File: config.mk
export PLATFORM = sky130hd
export DESIGN_NAME = fetch_queue
export DESIGN_NICKNAME = d
export VERILOG_FILES = /design/src/rtl/fetch_queue.sv
export SDC_FILE = /design/constraint.sdc
export NUM_CORES = 1
export LEC_CHECK = 0
export BUFFER_PORTS_ARGS = -buffer_cell sky130_fd_sc_hd__clkbuf_2
export CAP_MARGIN = 10
export CORE_MARGIN = 3
export CORE_UTILIZATION = 35
export DETAILED_ROUTE_END_ITERATION = 16
export MAX_ROUTING_LAYER = met4
export REMOVE_ABC_BUFFERS = 1
export SETUP_SLACK_MARGIN = 0.05
export SLEW_MARGIN = 5
export SYNTH_ARGS = -nofsm -noshare
export SYNTH_HDL_FRONTEND = slang
export SYNTH_SLANG_ARGS = --single-unit
File: constraint.sdc
create_clock -name clk -period 8.45 [get_ports clk]
set_input_delay 0.845 -clock clk [delete_from_list [all_inputs] [get_ports clk]]
set_output_delay 0.845 -clock clk [all_outputs]
set_load 0.03 [all_outputs]
File: src/rtl/fetch_queue.sv
// Fetch-to-decode instruction queue: a small FIFO of {PC, instr} pairs with
// valid/ready handshakes on both sides, a redirect flush, and a PC+4 output.
module fetch_queue #(
  parameter int          DEPTH    = 4,
  parameter int          PTR_W    = 2,
  parameter logic [31:0] RESET_PC = 32'h0000_3000
) (
  input  logic             clk,
  input  logic             reset,
  input  logic             flush,
  input  logic             in_valid,
  output logic             in_ready,
  input  logic [31:0]      in_pc,
  input  logic [31:0]      in_instr,
  output logic             out_valid,
  input  logic             out_ready,
  output logic [31:0]      out_pc,
  output logic [31:0]      out_pc4,
  output logic [31:0]      out_instr,
  output logic [PTR_W:0]   count
);

  localparam logic [PTR_W:0]   DEPTH_C  = DEPTH[PTR_W:0];
  localparam logic [PTR_W-1:0] LAST_PTR = PTR_W'(DEPTH - 1);

  logic [PTR_W-1:0] rd_ptr_reg, rd_ptr_next;
  logic [PTR_W-1:0] wr_ptr_reg, wr_ptr_next;
  logic [PTR_W:0]   count_reg, count_next;
  logic             push, pop;

  logic [31:0] pc_mem    [DEPTH];
  logic [31:0] instr_mem [DEPTH];

  // Handshake flags depend only on registered occupancy, never on the
  // opposite side's ready/valid input.
  assign in_ready  = (count_reg < DEPTH_C);
  assign out_valid = (count_reg != '0);
  assign push      = in_valid && in_ready && !flush;
  assign pop       = out_valid && out_ready && !flush;

  function automatic logic [PTR_W-1:0] ptr_inc(input logic [PTR_W-1:0] p);
    return (p == LAST_PTR) ? '0 : p + 1'b1;
  endfunction

  always_comb begin
    rd_ptr_next = rd_ptr_reg;
    wr_ptr_next = wr_ptr_reg;
    count_next  = count_reg;
    if (flush) begin
      rd_ptr_next = '0;
      wr_ptr_next = '0;
      count_next  = '0;
    end else begin
      if (push) wr_ptr_next = ptr_inc(wr_ptr_reg);
      if (pop)  rd_ptr_next = ptr_inc(rd_ptr_reg);
      if (push && !pop)      count_next = count_reg + 1'b1;
      else if (pop && !push) count_next = count_reg - 1'b1;
    end
  end

  always_ff @(posedge clk) begin
    if (reset) begin
      rd_ptr_reg <= '0;
      wr_ptr_reg <= '0;
      count_reg  <= '0;
    end else begin
      rd_ptr_reg <= rd_ptr_next;
      wr_ptr_reg <= wr_ptr_next;
      count_reg  <= count_next;
    end
  end

  // Storage is deliberately left uncleared; the empty mux hides stale data.
  for (genvar gi = 0; gi < DEPTH; gi++) begin : g_entry
    always_ff @(posedge clk) begin
      if (!reset && push && (wr_ptr_reg == PTR_W'(gi))) begin
        pc_mem[gi]    <= in_pc;
        instr_mem[gi] <= in_instr;
      end
    end
  end

  assign out_pc    = out_valid ? pc_mem[rd_ptr_reg]    : RESET_PC;
  assign out_instr = out_valid ? instr_mem[rd_ptr_reg] : 32'h0000_0000;
  assign out_pc4   = out_pc + 32'd4;
  assign count     = count_reg;

endmodule

==> results by group, run 1 <==
Routing
  – Vias/cell: about 5.0
  – Drt drc: 0
  – Total Routed Length: roughly 23 mm
  – 1st-iter DRT viols: 340
  – Vias: roughly 5900
  – Antenna-violating nets left: 0
  – Wire per inst: 19.8 um
  – Initial DRT Pass Iterations: 5

Final layout
  – Final nets: roughly 840
  – Final instance area: 0.0131 mm2
  – Finished Layout Cells: between 1000 and 1500
  – Area grow syn2layout: 19.0%
  – Layout cells sized above 1: 0.375

Critical path
  – Critical Path Most Common Cell: nand2_1
  – CP max-delay cell: dfxtp_4
  – Max FO, Critical Path: 47
  – Crit path cell chain: buf_4, mux4_2, nand2_1, inv_1, ha_1, nand2_1, o22ai_1, or4b_1, nor4_2, xor2_1, clkbuf_2
  – Slowest cell delay on critical path: 0.74 ns
  – Worst Setup End Kind: output port
  – CP Launch Type: flip-flop
  – Req. time, crit path: around 7.6 ns
  – Crit path kind: reg2out
  – Crit path DAT: ~4.7 ns

Timing
  – Final hold violations: 0
  – Min Clock Period, post-route: about 5.6 ns
  – Total negative slack: 0 ns
  – Final Setup Violations: 0
  – Clock Skew: approximately 0.011 ns
  – RSZ-0062 raised after global routing: false
  – F_max: 0.180 GHz
  – Max-slew headroom: 0.281
  – Worst-margin pin slew: about 1.1 ns
  – Fin. max-slew vios: 0
  – Tcrit/Tclk final: 0.659

Yosys
  – Seq/Total Area, Yosys: 0.713
  – Yosys top cell area share: 0.696
  – Count leader, synth: edfxtp_1
  – Top FF cell, synth: edfxtp_1
  – Synthesized instance count: between 500 and 600
  – Yosys top cell by area: edfxtp_1
  – Syn Std Cell Area: roughly 0.011 mm2
  – Async SR Flop Fraction: 0
  – Most frequent cells after synthesis: 256 x edfxtp_1, 67 x and2_1, 64 x mux4_2
  – #FFs+latches synth: around 270
  – Synth warn: 0
  – Post-synthesis cell type count: just over 40
  – Synth Area per Inst: around 19 um2
  – Synth area leaders: edfxtp_1 70%, mux4_2 13%, and2_1 3.8%
  – Number of synthesized flops with an enable pin: 256

Floorplan
  – Die height: 184 um
  – CORE AREA: approximately 0.031 mm2
  – Die area: around 0.034 mm2
  – I/O pin count: between 150 and 200
  – Initial core utilization: 0.358
  – Cell Rows: between 60 and 70
  – Die Width: 184 um

Global routing
  – GRT Overall Usage: 0.142
  – Largest net degree at the start of global routing: 74
  – Vias in the first global route: 6094
  – Initial antenna violation count: 2
  – Global route total overflow: 0
  – First-pass GRT wire length: between 30 and 40 mm

Clock tree
  – Clk slew on worst S/H paths: approximately 0.06 ns
  – Sink Count: 265
  – Post-CTS resize count: 0
  – Clk Tree Root Cell: clkbuf_16
  – Number of buffers created by CTS: 28
  – # H-tree levels: 1
  – Latest clock arrival within the worst-skew pair: about 0.52 ns
  – Hold buffer count at CTS: 0
  – Clock Path Buffers: 3
  – Post-CTS Repair Setup Buffers: 0
  – TritonCTS clock tree: done

Placed design
  – Final HPWL DP: about 14 mm
  – Placed cell area: roughly 0.012 mm2
  – Routability cong.: 0.747
  – IO buf count: around 170
  – Placed Instances: roughly 1100

Pwr
  – PwrDens: approximately 220 mW/mm2
  – Lkg Pwr: 4.55 nW
  – Final Power: 2.86 mW
  – Peak supply drop: between 100 and 150 uV

Job
  – Max-cap violations: 0

Worst hold path
  – Tightest Hold Check Type: reg2reg

Run status
  – Status: finished clean
-- cells in the final DEF (no fill, tap or decap), types with 2 or more instances in the layout --
master,netlist,layout
a21oi_1,6,6
and2_1,67,63
and2_4,0,4
and3_1,6,6
and4_1,3,3
buf_4,6,5
bufinv_16,0,2
clkbuf_1,11,9
clkbuf_16,0,29
clkbuf_2,0,169
clkinv_1,0,4
clkinv_2,0,4
clkinvlp_4,0,2
dfxtp_1,9,7
dfxtp_4,0,2
diode_2,0,2
edfxtp_1,256,256
ha_1,7,7
inv_1,11,10
mux2i_1,3,3
mux4_1,2,2
mux4_2,64,64
nand2_1,25,25
nand2b_1,2,2
nand3_1,13,13
nand3b_1,2,2
nand4_1,11,11
nor2_1,10,10
nor3_1,7,7
nor4_2,6,6
o21a_1,2,2
o21ai_0,2,2
or2_2,5,5
xnor2_1,15,15
xor2_1,15,15
-- metrics by stage --
stage          hold WS (ns)  setup slack [ns]   util
2_1_floorplan         0.453              1.48      -
3_3_place_gp          0.469              3.30  0.398
3_5_place_dp          0.463              3.25  0.398
4_1_cts               0.478              2.66  0.426
5_1_grt               0.488              2.35  0.426
6_report              0.476              2.88  0.426
-- layout make-up --
| class | count | area, um2 |
|---|---|---|
| fill | 2765 | 17700 |
| sequential | 265 | 7880 |
| multi-input combinational | 285 | 2970 |
| timing repair buffer | 174 | 883 |
| clock buffer | 38 | 759 |
| tap | 396 | 495 |
| clock inverter | 12 | 110 |
| inverter | 11 | 41.3 |
| antenna | 2 | 5.00 |
-- power breakdown --
| group | total [mW] | internal (mW) | switching [mW] |
|---|---|---|---|
| Sequential | 1.46 | 1.45 | 0.00672 |
| Combinational | 0.241 | 0.0767 | 0.164 |
| Clock | 1.16 | 0.687 | 0.476 |
| Total | 2.86 | 2.22 | 0.647 |
-- cells by family after synthesis --
family | synth area share
buffers and inverters | 0.0195
flip-flops | 0.713
multiplexers | 0.138
AND/OR/NAND/NOR | 0.0872
XOR/XNOR | 0.0238
AO/OA/AOI/OAI | 0.00918
adder cells (fa/ha/maj) | 0.00975
-- metal layers --
metal  GRT usage  up-vias  part of all wire
li1            -     2684                 -
met1       0.181     2974              0.42
met2       0.233      169              0.50
met3      0.0321       31             0.065
met4      0.0323        0             0.017
met5           -        -                 0
-- worst paths after layout --
| kind | from | to | cells past startpoint | slack (ns) |
|---|---|---|---|---|
| hold reg to reg | rd_ptr_reg[1]$_SDFFE_PP0P_ | flip-flop | 2 | 0.48 |
| setup / recovery | flip-flop | out_pc4[24] | 11 | 2.88 |
| hold / removal | rd_ptr_reg[1]$_SDFFE_PP0P_ | flip-flop | 2 | 0.48 |
| setup reg to reg | count[1]$_SDFFE_PP0P_ | count[2]$_SDFFE_PP0P_ | 11 | 5.22 |
-- critical path: cells and delay by family (launching register included) --
family	cells	cell delay, ns
adder cells (fa/ha/maj)	1	0.20
buffers and inverters	3	1.04
multiplexers	1	0.40
XOR/XNOR	1	0.17
AO/OA/AOI/OAI	1	0.33
flip-flops	1	0.74
AND/OR/NAND/NOR	4	1.22
Note: power is estimated with default switching activity, not from simulation.
==> run 2, diff against run 1 <==
==> constraint.sdc (replaced) <==
create_clock -name clk -period 5.1 [get_ports clk]
set_input_delay 0.51 -clock clk [delete_from_list [all_inputs] [get_ports clk]]
set_output_delay 0.51 -clock clk [all_outputs]
set_load 0.03 [all_outputs]
==> run 2 against run 1 <==
  * Die area stayed put
  * Combinational power is 66% higher
  * Hold slack worse by 0.27 ns
  * Utilization hardly changed
  * Via count hardly changed
  * Clock skew is 0.0052 ns lower
  * Clock-buffer cell count is 2 lower
  * Flip-flop and latch count stayed put
  * Cell count hardly changed
  * Critical path type unchanged
  * Critical endpoint is now out_pc4[30]
==> results by group, run 2 (same netlist as run 1, synthesis figures left out) <==
Critical path
  – Req. time, crit path: 4.59 ns (-3.02 ns)
  – Crit path kind: reg2out
  – Reg-to-reg slack, setup: 2.02 ns (-3.20 ns)
  – Worst Setup End Kind: output port
  – FF-to-FF path depth: 11 (unchanged)
  – CP Launch Type: flip-flop
  – RR Startpoint: count[0]$_SDFFE_PP0P_
  – Max FO, Critical Path: 41 (-13%)
  – Crit path DAT: 3.99 ns (-0.73 ns)
  – Worst R2R End: count[2]$_SDFFE_PP0P_

Pwr
  – Lkg Pwr: 4.55 nW (about the same)
  – Peak supply drop: 211 uV (+41%)
  – Sequential Power Share: 0.511 (about the same)
  – Final Power: 4.73 mW (+65%)
  – Sw power: 1.06 mW (+65%)
  – PwrDens: 360 mW/mm2 (+65%)
  – Power share of the clock group: 0.404 (-0.002)
  – Combinational power share: 0.084 (about the same)
  – Switching share of total power: 0.225 (-0.000923)
  – Internal: 3.67 mW (+66%)

Global routing
  – Largest net degree at the start of global routing: 77 (+4.1%)
  – GRT Overall Usage: 0.143 (+0.00138)
  – Initial antenna violation count: 2 (unchanged)
  – Global route total overflow: 0 (unchanged)
  – Vias in the first global route: 6152 (+0.95%)
  – First-pass GRT wire length: 36.3 mm (+1.9%)

Timing
  – Fin. max-slew vios: 0 (unchanged)
  – Min Hold Slack: 0.202 ns (-0.273 ns)
  – Min Clock Period, post-route: ~4.5 ns
  – Final hold violations: 0 (unchanged)
  – Clock Skew: 0.00583 ns (-0.00522 ns)
  – F_max: 0.222 GHz
  – Final worst slack: 0.599 ns (-2.28 ns)
  – Max-slew headroom: 0.290 (+0.00901)
  – Tcrit/Tclk final: 0.883
  – Final Setup Violations: 0 (unchanged)
  – Worst-margin pin slew: 1.07 ns (-0.0135 ns)
  – RSZ-0062 raised after global routing: false
  – Total negative slack: 0 ns (unchanged)

Routing
  – Total Routed Length: 23.5 mm (+0.49%)
  – Drt drc: 0 (unchanged)
  – Antenna-violating nets left: 0 (unchanged)
  – 1st-iter DRT viols: 415 (+22%)
  – Wire per inst: 19.9 um (+0.41%)
  – Initial DRT Pass Iterations: 4 (-1)
  – Vias: 5855 (-0.051%)
  – Vias/cell: 4.95 (-0.14%)

Job
  – Max-cap violations: 0 (unchanged)

Floorplan
  – Die area: 0.0337 mm2 (unchanged)
  – Cell Rows: 64 (unchanged)
  – Initial core utilization: 0.358 (unchanged)
  – Die height: 184 um (unchanged)
  – I/O pin count: 170 (unchanged)
  – Die Width: 184 um (unchanged)
  – CORE AREA: 0.0308 mm2 (unchanged)

Final layout
  – Finished Layout Cells: 1184 (+0.085%)
  – Most frequent cells in the layout: 256 x edfxtp_1, 169 x clkbuf_2, 64 x mux4_2
  – Finished Core Util: 0.426 (about the same)
  – Final instance area: 0.0131 mm2 (about the same)
  – Most common cell after layout, fill and taps aside: edfxtp_1
  – Fill count: 2783 (+0.65%)
  – Layout cells sized above 1: 0.370 (-0.00429)
  – Final nets: 843 (+0.12%)
  – Area grow syn2layout: 19.0% (about the same)

Worst hold path
  – Tightest Hold Check Type: in2reg
  – Worst Hold Path EP: pc_mem[2][11]$_DFFE_PP_
  – Hold Path Stages: 1 (-1)
  – HP Start: in_pc[11]

Clock tree
  – Number of buffers created by CTS: 29 (+3.6%)
  – Post-CTS Repair Setup Buffers: 0 (unchanged)
  – Latest clock arrival within the worst-skew pair: 0.52 ns (about the same)
  – Sink Count: 265 (unchanged)
  – Clock Path Buffers: 3 (unchanged)
  – Clk Tree Root Cell: clkbuf_16
  – TritonCTS clock tree: done
  – Post-CTS resize count: 0 (unchanged)
  – Hold buffer count at CTS: 0 (unchanged)
  – # H-tree levels: 1 (unchanged)
  – Clk slew on worst S/H paths: 0.06 ns (about the same)

Placed design
  – Place WS: 1.08 ns (-2.17 ns)
  – Placed Instances: 1131 (unchanged)
  – Routability cong.: 0.757 (+1.3%)
  – IO buf count: 169 (unchanged)
  – Final HPWL DP: 14.6 mm (+1.2%)
  – Placed cell area: 0.0123 mm2 (unchanged)

Run status
  – Status: finished clean
-- run 2: final cells by class --
cell class / count / area, um2 / area share
diodes: 2 / 5.00 / 0.000381
clock buffers: 36 / 752 / 0.0572
clock inverters: 15 / 116 / 0.00886
inverters: 11 / 41.3 / 0.00314
multi-input cells: 285 / 2970 / 0.226
flip-flops and latches: 265 / 7880 / 0.599
well taps: 396 / 495 / 0.0377
repair buffers: 174 / 883 / 0.0672
-- run 2: power by group through the flow --
stage / sequential (mW) / clock [mW] / combinational [mW]
after floorplan: 2.47 / 0 / 0.250
after global placement: 2.47 / 0 / 0.406
after detailed placement: 2.47 / 0 / 0.407
after CTS: 2.42 / 1.97 / 0.408
after global routing: 2.42 / 2.06 / 0.431
final: 2.42 / 1.91 / 0.399
-- run 2: routing by layer --
metal / part of all wire / track usage / vias up
met5: 0 / - / -
met4: 0.018 / 0.0329 / 0
met3: 0.055 / 0.0277 / 38
met2: 0.50 / 0.236 / 167
met1: 0.43 / 0.185 / 2954
li1: - / - / 2696
-- run 2: critical path, stage by stage, from the launching register on --
cell	delay, ns
dfxtp_4	0.79
mux4_2	0.39
nand2_1	0.08
inv_1	0.08
ha_1	0.21
nand2_1	0.06
o22ai_1	0.32
or4b_1	0.75
nor4_2	0.37
xor2_1	0.18
clkbuf_2	0.23
-- run 2: worst max path at each step --
stage / start / to / slack (ns) / cells past startpoint
after floorplan: flip-flop / out_pc4[22] / -1.54 / 9
after global placement: flip-flop / out_pc4[30] / 1.16 / 10
after detailed placement: flip-flop / out_pc4[30] / 1.08 / 10
after CTS: flip-flop / out_pc4[30] / 0.51 / 10
after global routing: flip-flop / out_pc4[22] / 0.27 / 10
final: flip-flop / out_pc4[30] / 0.60 / 10
==> run 3, diff against run 2 <==
==> constraint.sdc (replaced) <==
create_clock -name clk -period 4.2 [get_ports clk]
set_input_delay 0.42 -clock clk [delete_from_list [all_inputs] [get_ports clk]]
set_output_delay 0.42 -clock clk [all_outputs]
set_load 0.03 [all_outputs]
==> run 3 against run 2 <==
  * Routed wire length fell by 0.50%
  * Global-route usage barely moved
  * Design area rose by 0.84%
  * Critical path depth did not move
  * Clock power rose by 28%
  * Die area did not move
  * First-iteration DRC count fell by 24%
  * Total power rose by 24%
  * Clock-buffer cell count fell by 3
  * Sequential share of layout area fell by 0.50 points
==> results by group, run 3 (same netlist as run 1, synthesis figures left out) <==
Critical path
  – Max FO, Critical Path: 14 (-66%)
  – CP max-delay cell: or4b_4
  – Crit path kind: reg2out
  – Crit path DAT: 3.30 ns (-0.69 ns)
  – Worst Setup End Kind: output port
  – CP Launch Type: flip-flop
  – Slowest cell delay on critical path: 0.62 ns (-0.17 ns)
  – Critical Path Most Common Cell: nand2_1
  – Reg-to-reg slack, setup: 1.62 ns (-0.40 ns)
  – RR Startpoint: count[2]$_SDFFE_PP0P_
  – Crit path cell chain: mux4_2, nand2_1, inv_1, ha_1, nand2_1, o22ai_1, or4b_4, nor4_2, xor2_1, clkbuf_2
  – Req. time, crit path: 3.78 ns (-0.81 ns)

Final layout
  – Layout cells sized above 1: 0.386 (+0.0156)
  – Area grow syn2layout: 20.0%
  – Most common cell after layout, fill and taps aside: edfxtp_1
  – Fill count: 2762 (-0.75%)
  – Final nets: 849 (+0.71%)
  – Most frequent cells in the layout: 256 x edfxtp_1, 169 x clkbuf_2, 64 x mux4_2

Floorplan
  – Cell Rows: 64 (unchanged)
  – Die area: 0.0337 mm2 (unchanged)
  – Die height: 184 um (unchanged)
  – CORE AREA: 0.0308 mm2 (unchanged)
  – Initial core utilization: 0.358 (unchanged)
  – Die Width: 184 um (unchanged)
  – I/O pin count: 170 (unchanged)

Pwr
  – PwrDens: 444 mW/mm2 (+23%)
  – Combinational power share: 0.084 (about the same)
  – Sequential Power Share: 0.499 (-0.012)
  – Switching share of total power: 0.221 (-0.00375)
  – Sw power: 1.30 mW (+22%)
  – Power share of the clock group: 0.417 (+0.013)
  – Peak supply drop: 333 uV (+58%)
  – Lkg Pwr: 4.62 nW (+1.5%)
  – Internal: 4.58 mW (+25%)

Clock tree
  – Clk Tree Root Cell: clkbuf_16
  – Latest clock arrival within the worst-skew pair: 0.53 ns (about the same)
  – Number of buffers created by CTS: 29 (unchanged)
  – TritonCTS clock tree: done
  – Clock Path Buffers: 3 (unchanged)
  – # H-tree levels: 1 (unchanged)
  – Sink Count: 265 (unchanged)
  – Clk slew on worst S/H paths: 0.06 ns (about the same)

Routing
  – 1st-iter DRT viols: 315 (-24%)
  – Initial DRT Pass Iterations: 5 (+1)
  – Total Routed Length: 23.4 mm (-0.50%)
  – Antenna-violating nets left: 0 (unchanged)
  – Vias: 5858 (+0.051%)
  – Drt drc: 0 (unchanged)
  – Wire per inst: 19.7 um (-1.0%)
  – Vias/cell: 4.92 (-0.45%)

Global routing
  – Initial antenna violation count: 1 (-1)
  – Largest net degree at the start of global routing: 65 (-16%)
  – Vias in the first global route: 6206 (+0.88%)
  – First-pass GRT wire length: 36.3 mm (about the same)
  – GRT Overall Usage: 0.143 (about the same)
  – Global route total overflow: 0 (unchanged)

Placed design
  – Routability cong.: 0.755 (-0.21%)
  – Final HPWL DP: 15.0 mm (+2.9%)
  – IO buf count: 169 (unchanged)

Timing
  – Tcrit/Tclk final: 0.885
  – Min Hold Slack: 0.107 ns (-0.0951 ns)
  – Final Setup Violations: 0 (unchanged)
  – Total negative slack: 0 ns (unchanged)
  – Fin. max-slew vios: 0 (unchanged)
  – Final hold violations: 0 (unchanged)
  – F_max: 0.269 GHz
  – Min Clock Period, post-route: between 3 and 4 ns
  – Max-slew headroom: 0.292 (+0.00201)
  – Worst-margin pin slew: 1.06 ns (-0.00302 ns)
  – RSZ-0062 raised after global routing: false
  – Clock Skew: 0.0117 ns (+0.00591 ns)

Worst hold path
  – Tightest Hold Check Type: in2reg
  – HP Start: in_pc[23]

Run status
  – Status: finished clean

Job
  – Max-cap violations: 0 (unchanged)
==> run 3: critical path: cells and delay by family, from the launching register on <==
kind                     cells  cell delay, ns
flip-flops                   1            0.47
AO/OA/AOI/OAI                1            0.26
AND/OR/NAND/NOR              4            1.10
adder cells (fa/ha/maj)      1            0.22
buffers and inverters        2            0.30
XOR/XNOR                     1            0.17
multiplexers                 1            0.26
==> run 3: metal layers <==
metal  up-vias  routed length [um]  track usage
met3        34                1690       0.0317
met2       166               11700        0.240
met5         -                   0            -
li1       2706                   -            -
met1      2952                9640        0.180
met4         0                 369       0.0299
==> run 3: final timing paths <==
| path | end | cells after the start |
|---|---|---|
| setup / recovery | out_pc4[30] | 10 |
| hold / removal | pc_mem[3][23]$_DFFE_PP_ | 1 |
| setup reg to reg | count[2]$_SDFFE_PP0P_ | 12 |
| hold reg to reg | flip-flop | 2 |
==> run 3: timing repair <==
action                     CTS  global route
setup endpoints to repair    0             6
hold buffers                 0             0
buffers inserted             0             0
gates resized for setup      0             2
==> run 3: final cells by class <==
class / instances / area, um2 / share of cell area
flip-flops and latches: 265 / 7880 / 0.595
clock buffers: 33 / 741 / 0.0559
inverters: 11 / 41.3 / 0.00312
diodes: 1 / 2.50 / 0.000189
well taps: 396 / 495 / 0.0374
clock inverters: 19 / 189 / 0.0143
repair buffers: 180 / 928 / 0.0701
multi-input cells: 285 / 2970 / 0.225
==> run 3: metrics by stage <==
step	total power, mW	instances	util	setup WS [ns]	area, um2
5_1_grt	6.11	1190	0.430	0.0917	13200
6_report	5.88	1190	0.430	0.482	13200
2_1_floorplan	3.30	561	-	-2.35	10900
4_1_cts	5.96	1189	0.429	0.227	13200
3_5_place_dp	3.49	1137	0.399	0.796	12300
3_3_place_gp	3.49	1137	0.399	0.870	12300
==> run 3: power by group through the flow <==
stage | logic [mW] | registers [mW] | clock network [mW]
global route | 0.535 | 2.94 | 2.64
CTS | 0.504 | 2.93 | 2.52
global placement | 0.501 | 2.99 | 0
floorplan | 0.303 | 3.00 | 0
detailed placement | 0.503 | 2.99 | 0
finish | 0.494 | 2.93 | 2.45
